[src/rtl/btn_conditioner.sv]
// Multi-channel push-button conditioner: synchroniser, counter debounce,
// registered rise/fall pulses and optional hold-to-auto-repeat per channel.
module btn_conditioner #(
    parameter int CHANNELS        = 4,
    parameter int SYNC_STAGES     = 2,
    parameter int DEBOUNCE_CYCLES = 16,
    parameter int REPEAT_EN       = 1,
    parameter int HOLD_CYCLES     = 64,
    parameter int REPEAT_CYCLES   = 16
) (
    input  logic                clk,
    input  logic                rst,
    input  logic [CHANNELS-1:0] i_async,
    output logic [CHANNELS-1:0] o_level,
    output logic [CHANNELS-1:0] o_rise,
    output logic [CHANNELS-1:0] o_fall,
    output logic [CHANNELS-1:0] o_repeat
);

    localparam int DW   = $clog2(DEBOUNCE_CYCLES + 1);
    localparam int RMAX = (HOLD_CYCLES > REPEAT_CYCLES) ? HOLD_CYCLES : REPEAT_CYCLES;
    localparam int RW   = $clog2(RMAX);

    typedef enum logic [1:0] {StIdle, StHold, StRepeat} rpt_state_e;

    if (CHANNELS < 1) begin : gen_bad_channels
        $error("CHANNELS must be >= 1");
    end
    if (SYNC_STAGES < 2) begin : gen_bad_sync
        $error("SYNC_STAGES must be >= 2");
    end
    if (DEBOUNCE_CYCLES < 1) begin : gen_bad_debounce
        $error("DEBOUNCE_CYCLES must be >= 1");
    end
    if (HOLD_CYCLES < 2) begin : gen_bad_hold
        $error("HOLD_CYCLES must be >= 2");
    end
    if (REPEAT_CYCLES < 2) begin : gen_bad_repeat
        $error("REPEAT_CYCLES must be >= 2");
    end

    for (genvar c = 0; c < CHANNELS; c++) begin : gen_ch
        (* ASYNC_REG = "TRUE" *) logic [SYNC_STAGES-1:0] sync_q;
        logic [SYNC_STAGES-1:0] sync_d;
        logic                   s;
        logic                   level_q, level_d;
        logic [DW-1:0]          dcnt_q, dcnt_d;
        logic                   rise_q, rise_d;
        logic                   fall_q, fall_d;

        assign sync_d = {sync_q[SYNC_STAGES-2:0], i_async[c]};
        assign s      = sync_q[SYNC_STAGES-1];

        // Any sample matching the current level restarts the stability count.
        always_comb begin
            level_d = level_q;
            dcnt_d  = '0;
            rise_d  = 1'b0;
            fall_d  = 1'b0;
            if (s != level_q) begin
                if (dcnt_q == DW'(DEBOUNCE_CYCLES - 1)) begin
                    level_d = s;
                    rise_d  = s;
                    fall_d  = ~s;
                end else begin
                    dcnt_d = dcnt_q + 1'b1;
                end
            end
        end

        always_ff @(posedge clk) begin
            if (rst) begin
                sync_q  <= '0;
                level_q <= 1'b0;
                dcnt_q  <= '0;
                rise_q  <= 1'b0;
                fall_q  <= 1'b0;
            end else begin
                sync_q  <= sync_d;
                level_q <= level_d;
                dcnt_q  <= dcnt_d;
                rise_q  <= rise_d;
                fall_q  <= fall_d;
            end
        end

        assign o_level[c] = level_q;
        assign o_rise[c]  = rise_q;
        assign o_fall[c]  = fall_q;

        if (REPEAT_EN != 0) begin : gen_rpt
            rpt_state_e state_q, state_d;
            logic [RW-1:0] rcnt_q, rcnt_d;
            logic          rpt_q, rpt_d;

            // Keyed off the same edge that updates the level, so the hold
            // period is counted from the o_rise cycle.
            always_comb begin
                state_d = state_q;
                rcnt_d  = rcnt_q;
                rpt_d   = 1'b0;
                if (fall_d) begin
                    state_d = StIdle;
                    rcnt_d  = '0;
                end else begin
                    unique case (state_q)
                        StIdle: begin
                            if (rise_d) begin
                                state_d = StHold;
                                rcnt_d  = '0;
                            end
                        end
                        StHold: begin
                            if (rcnt_q == RW'(HOLD_CYCLES - 1)) begin
                                rpt_d   = 1'b1;
                                rcnt_d  = '0;
                                state_d = StRepeat;
                            end else begin
                                rcnt_d = rcnt_q + 1'b1;
                            end
                        end
                        StRepeat: begin
                            if (rcnt_q == RW'(REPEAT_CYCLES - 1)) begin
                                rpt_d  = 1'b1;
                                rcnt_d = '0;
                            end else begin
                                rcnt_d = rcnt_q + 1'b1;
                            end
                        end
                        default: begin
                            state_d = StIdle;
                            rcnt_d  = '0;
                        end
                    endcase
                end
            end

            always_ff @(posedge clk) begin
                if (rst) begin
                    state_q <= StIdle;
                    rcnt_q  <= '0;
                    rpt_q   <= 1'b0;
                end else begin
                    state_q <= state_d;
                    rcnt_q  <= rcnt_d;
                    rpt_q   <= rpt_d;
                end
            end

            assign o_repeat[c] = rpt_q;
        end else begin : gen_no_rpt
            assign o_repeat[c] = 1'b0;
        end
    end

endmodule

[config.mk]
export PLATFORM = sky130hd
export DESIGN_NAME = btn_conditioner
export DESIGN_NICKNAME = d
export VERILOG_FILES = /design/src/rtl/btn_conditioner.sv
export SDC_FILE = /design/constraint.sdc
export NUM_CORES = 1
export LEC_CHECK = 0
export CAP_MARGIN = 20
export CELL_PAD_IN_SITES_DETAIL_PLACEMENT = 0
export CELL_PAD_IN_SITES_GLOBAL_PLACEMENT = 1
export CORE_MARGIN = 10
export CORE_UTILIZATION = 30
export DETAILED_ROUTE_END_ITERATION = 8
export PLACE_DENSITY = 0.67
export SLEW_MARGIN = 25
export SYNTH_ARGS = -nofsm -noshare
export SYNTH_HDL_FRONTEND = slang
export SYNTH_SLANG_ARGS = --single-unit
[constraint.sdc]
create_clock -name clk -period 2.3 [get_ports clk]
set_clock_uncertainty 0.2 [all_clocks]
set_input_delay 0.46 -clock clk [delete_from_list [all_inputs] [get_ports clk]]
set_output_delay 0.46 -clock clk [all_outputs]
set_load 0.01 [all_outputs]
==> results.py <==
metrics = {
    "logic_synthesis": {
        "yosys_most_used_dff": "dfxtp_1",
        "synthDominantCellAreaShare_pct": 41.30,
        "postSynthRegisterBits": 76,
        "synth_seq_area_share_pct": 41.30,
        "syn_area_um2": 3684,
        "ys_async_sr_fraction_pct": 0,
        "postSynthAreaPerCell_um2": 9.140,
        "dominant_cell_by_count_in_the_synthesized_netlist": "dfxtp_1",
        "netlist.top_cell.by_area": "dfxtp_1",
        "synth_top_cells_by_count": "76 x dfxtp_1, 37 x nor2_1, 27 x nand2_1",
        "synthesis.instances": 403,
        "synth.yosys.warnings": 0,
        "postSynthNetCount": 435,
        "synth-edff-count": 0,
        "synthTopCellsByArea": "dfxtp_1 41%, ha_1 8.8%, nor2_1 3.8%",
        "ys_types": 51,
    },
    "sta": {
        "post-route-min-period_ns": 2.162,
        "hold_viol_final": 0,
        "max-slew-margin-rel_pct": 70.19,
        "fmax_achieved_mhz": 462.4,
        "count_of_endpoints_failing_setup_in_the_final_report": 0,
        "timing_max_transition_violations_final": 0,
        "tns_ns": 0,
        "final.period_utilization_pct": 94.02,
        "rsz0062_at_grt": "no",
        "tightest_slew_ns": 0.4462,
    },
    "place": {
        "buffer_ports.inserted": 21,
        "gp_congestion": 0.7548,
        "hpwlAfterDp_mm": 4.860,
    },
    "worst_setup_path": {
        "cp_top_family": "simple AND/OR/NAND/NOR gates",
        "maximum_fanout_along_the_worst_path": 5,
        "timing.critical_path.to_type": "flip-flop",
        "worst_setup_ep": "gen_ch[2].gen_rpt.state_q[0]$_SDFFE_PP0P_",
        "slowest_stage": "dfxtp_1",
        "critical_path.cell_chain": "ha_1, and3_1, ha_2, nand3b_1, and2_1, or3_1, a211oi_1",
        "crit-reg2reg-launch": "gen_ch[2].dcnt_q[0]$_SDFF_PP0_",
        "startpoint_type": "flip-flop",
        "timing.reg2reg.setup_slack_ns": 0.14,
        "critical_path_source": "gen_ch[2].dcnt_q[0]$_SDFF_PP0_",
        "r2r_cells": 7,
        "max_stage_delay_ns": 0.37,
        "timing.critical_path.required_ns": 2.34,
        "cp_num_buf_inv": 0,
        "critical_path.reg2reg.endpoint": "gen_ch[2].gen_rpt.state_q[0]$_SDFFE_PP0P_",
        "critical_path_depth": 7,
        "path_class": "flip-flop to flip-flop",
        "cp.arrival_ns": 2.21,
    },
    "route": {
        "drc_errors": 0,
        "vias": 2744,
        "wirelength_mm": 6.844,
        "detailedRoute.firstIterationViolations": 115,
        "ratio_of_routed_vias_to_standard_cells": 4.814,
        "final_antenna_net_count": 0,
        "firstDrtPassIters": 4,
        "drt-wirelength-per-cell_um": 12.01,
    },
    "clocking": {
        "cts-root-to-sink-buffers": 2,
        "cts_sinks": 76,
        "tritoncts": "yes",
        "clock_tree.htree_level_count": 3,
        "root_buffer": "clkbuf_16",
        "worst_setup_hold_path_clk_slew_ns": 0.06,
        "cts-hold-fix-buffers": 0,
        "cts_made_buffers": 9,
        "clock_latency_ns": 0.33,
    },
    "floorplanning": {
        "fp-row-count": 40,
        "die_w_um": 130.8,
        "ios": 22,
        "initial_core_util_pct": 30.67,
        "floorplan.die_area_um2": 17110,
        "standard_cell_core_area_um2": 12010,
        "height_of_the_chip_um": 130.8,
    },
    "final_layout": {
        "antennaDiodeCount": 0,
        "num-nets-final": 450,
        "synthToLayoutAreaGrowth_pct": 16.75,
        "post-route-util_pct": 35.80,
        "drive_above_1_share_pct": 7.801,
    },
    "power_and_ir_drop": {
        "max-vdd-ir-drop_v": 0.0003328,
        "switchingPower_uw": 684.0,
        "totalPowerFinal_uw": 3105,
        "seqPwrFrac_pct": 43.7,
        "p_clk_share_pct": 48.5,
        "internal-power_uw": 2421,
        "power.switching_fraction_pct": 22.03,
        "power_leakage_uw": 0.001475,
        "power.density_nw_per_um2": 722.1,
        "share_comb_of_total_power_pct": 7.8,
    },
    "worst_hold_path": {
        "hp-class": "flip-flop to flip-flop",
    },
    "global_routing": {
        "grt_util_all_layers_pct": 8.484,
        "grt_start_max_net_pins": 26,
        "total_congestion_overflow_after_global_routing": 0,
        "vias_in_the_first_global_route": 2570,
        "global_route_wire_length_before_repair_mm": 11.76,
        "antenna_found_initial": 0,
    },
    "job": {
        "drv_cap": 0,
    },
    "outcome": {
        "status": "finished clean",
    },
}
## cells in the final DEF, fill, tap and decap left out, types with 5 or more instances in the layout
| cell type | count |
|---|---|
| a31oi_1 | 8 |
| clkbuf_16 | 9 |
| dfxtp_1 | 76 |
| a21oi_1 | 18 |
| nand3_1 | 16 |
| o21a_1 | 7 |
| o21ai_0 | 6 |
| nor2b_1 | 13 |
| inv_1 | 19 |
| clkdlybuf4s50_1 | 21 |
| o21bai_1 | 5 |
| nor3_1 | 10 |
| buf_4 | 8 |
| ha_1 | 25 |
| nand2b_1 | 9 |
| nor2_1 | 37 |
| nand2_1 | 27 |
| a211oi_1 | 12 |
| nand4_1 | 7 |
| xnor2_1 | 11 |
## worst min path at each step
stage | from | endpoint | slack [ns] | depth (start not counted)
final | gen_ch[3].sync_q[0]$_SDFF_PP0_ | gen_ch[3].sync_q[1]$_SDFF_PP0_ | 0.23 | 1
after global placement | gen_ch[1].sync_q[0]$_SDFF_PP0_ | gen_ch[1].sync_q[1]$_SDFF_PP0_ | 0.22 | 1
after floorplan | gen_ch[0].sync_q[0]$_SDFF_PP0_ | gen_ch[0].sync_q[1]$_SDFF_PP0_ | 0.21 | 1
after CTS | gen_ch[3].sync_q[0]$_SDFF_PP0_ | gen_ch[3].sync_q[1]$_SDFF_PP0_ | 0.23 | 1
after global routing | gen_ch[3].sync_q[0]$_SDFF_PP0_ | gen_ch[3].sync_q[1]$_SDFF_PP0_ | 0.26 | 1
after detailed placement | gen_ch[3].sync_q[0]$_SDFF_PP0_ | gen_ch[3].sync_q[1]$_SDFF_PP0_ | 0.22 | 1
## metrics by stage
step	instance area, um2	setup slack [ns]	instances	hold slack [ns]
global placement	3978	0.1757	554	0.2195
detailed placement	3978	0.1349	554	0.2204
floorplan	3684	0.1027	403	0.2138
CTS	4295	0.1041	570	0.2347
finish	4300	0.1375	570	0.2342
global route	4300	0.01951	570	0.2552
## layout make-up
class                   count  area (um2)
clock buffers              11       242.7
clock inverters             5       75.07
fillers                  1247        7711
flip-flops and latches     76        1521
well taps                 147       183.9
repair buffers             30       290.3
inverters                  19       71.32
multi-input cells         282        1916
## repair_timing
| action | in CTS | in global routing |
|---|---|---|
| setup endpoints to repair | 0 | 2 |
| setup buffers | 0 | 0 |
| gates resized for setup | 0 | 3 |
## state kept, by name, summed over array words and instances, names as in the netlist
signal	count
gen_ch.gen_rpt.state_q	8
gen_ch.sync_q	8
gen_ch.level_q	4
gen_ch.gen_rpt.rcnt_q	24
gen_ch.gen_rpt.rpt_q	4
gen_ch.fall_q	4
gen_ch.dcnt_q	20
gen_ch.rise_q	4
## kinds of logic after synthesis
kind of cell	share of synthesized area, %
flops	41.30
simple gates	23.23
mux	1.087
xor+xnor	3.566
buf+inv	6.828
compound gates	15.15
fa+ha+maj	8.831
## power groups by stage
stage | Sequential [uW] | Combinational [uW] | Clock, uW
final | 1360 | 242 | 1510
after global routing | 1360 | 269 | 1610
after CTS | 1360 | 241 | 1560
after detailed placement | 1390 | 240 | 0
after global placement | 1380 | 241 | 0
after floorplan | 1380 | 174 | 0
## metal layers
layer,track usage [%],routed length (um),vias up
li1,-,-,1447
met1,10.19,3321,1257
met2,13.11,3069,31
met3,3.384,332,9
met4,3.728,120,0
met5,0,0,-
## worst reg2reg max path: cells and delay by family, from the launching register on
family,cells,cell delay (ns)
flops,1,0.37
compound gates,1,0.25
simple gates,4,0.84
fa+ha+maj,2,0.41
(Power assumes the default switching activity.)
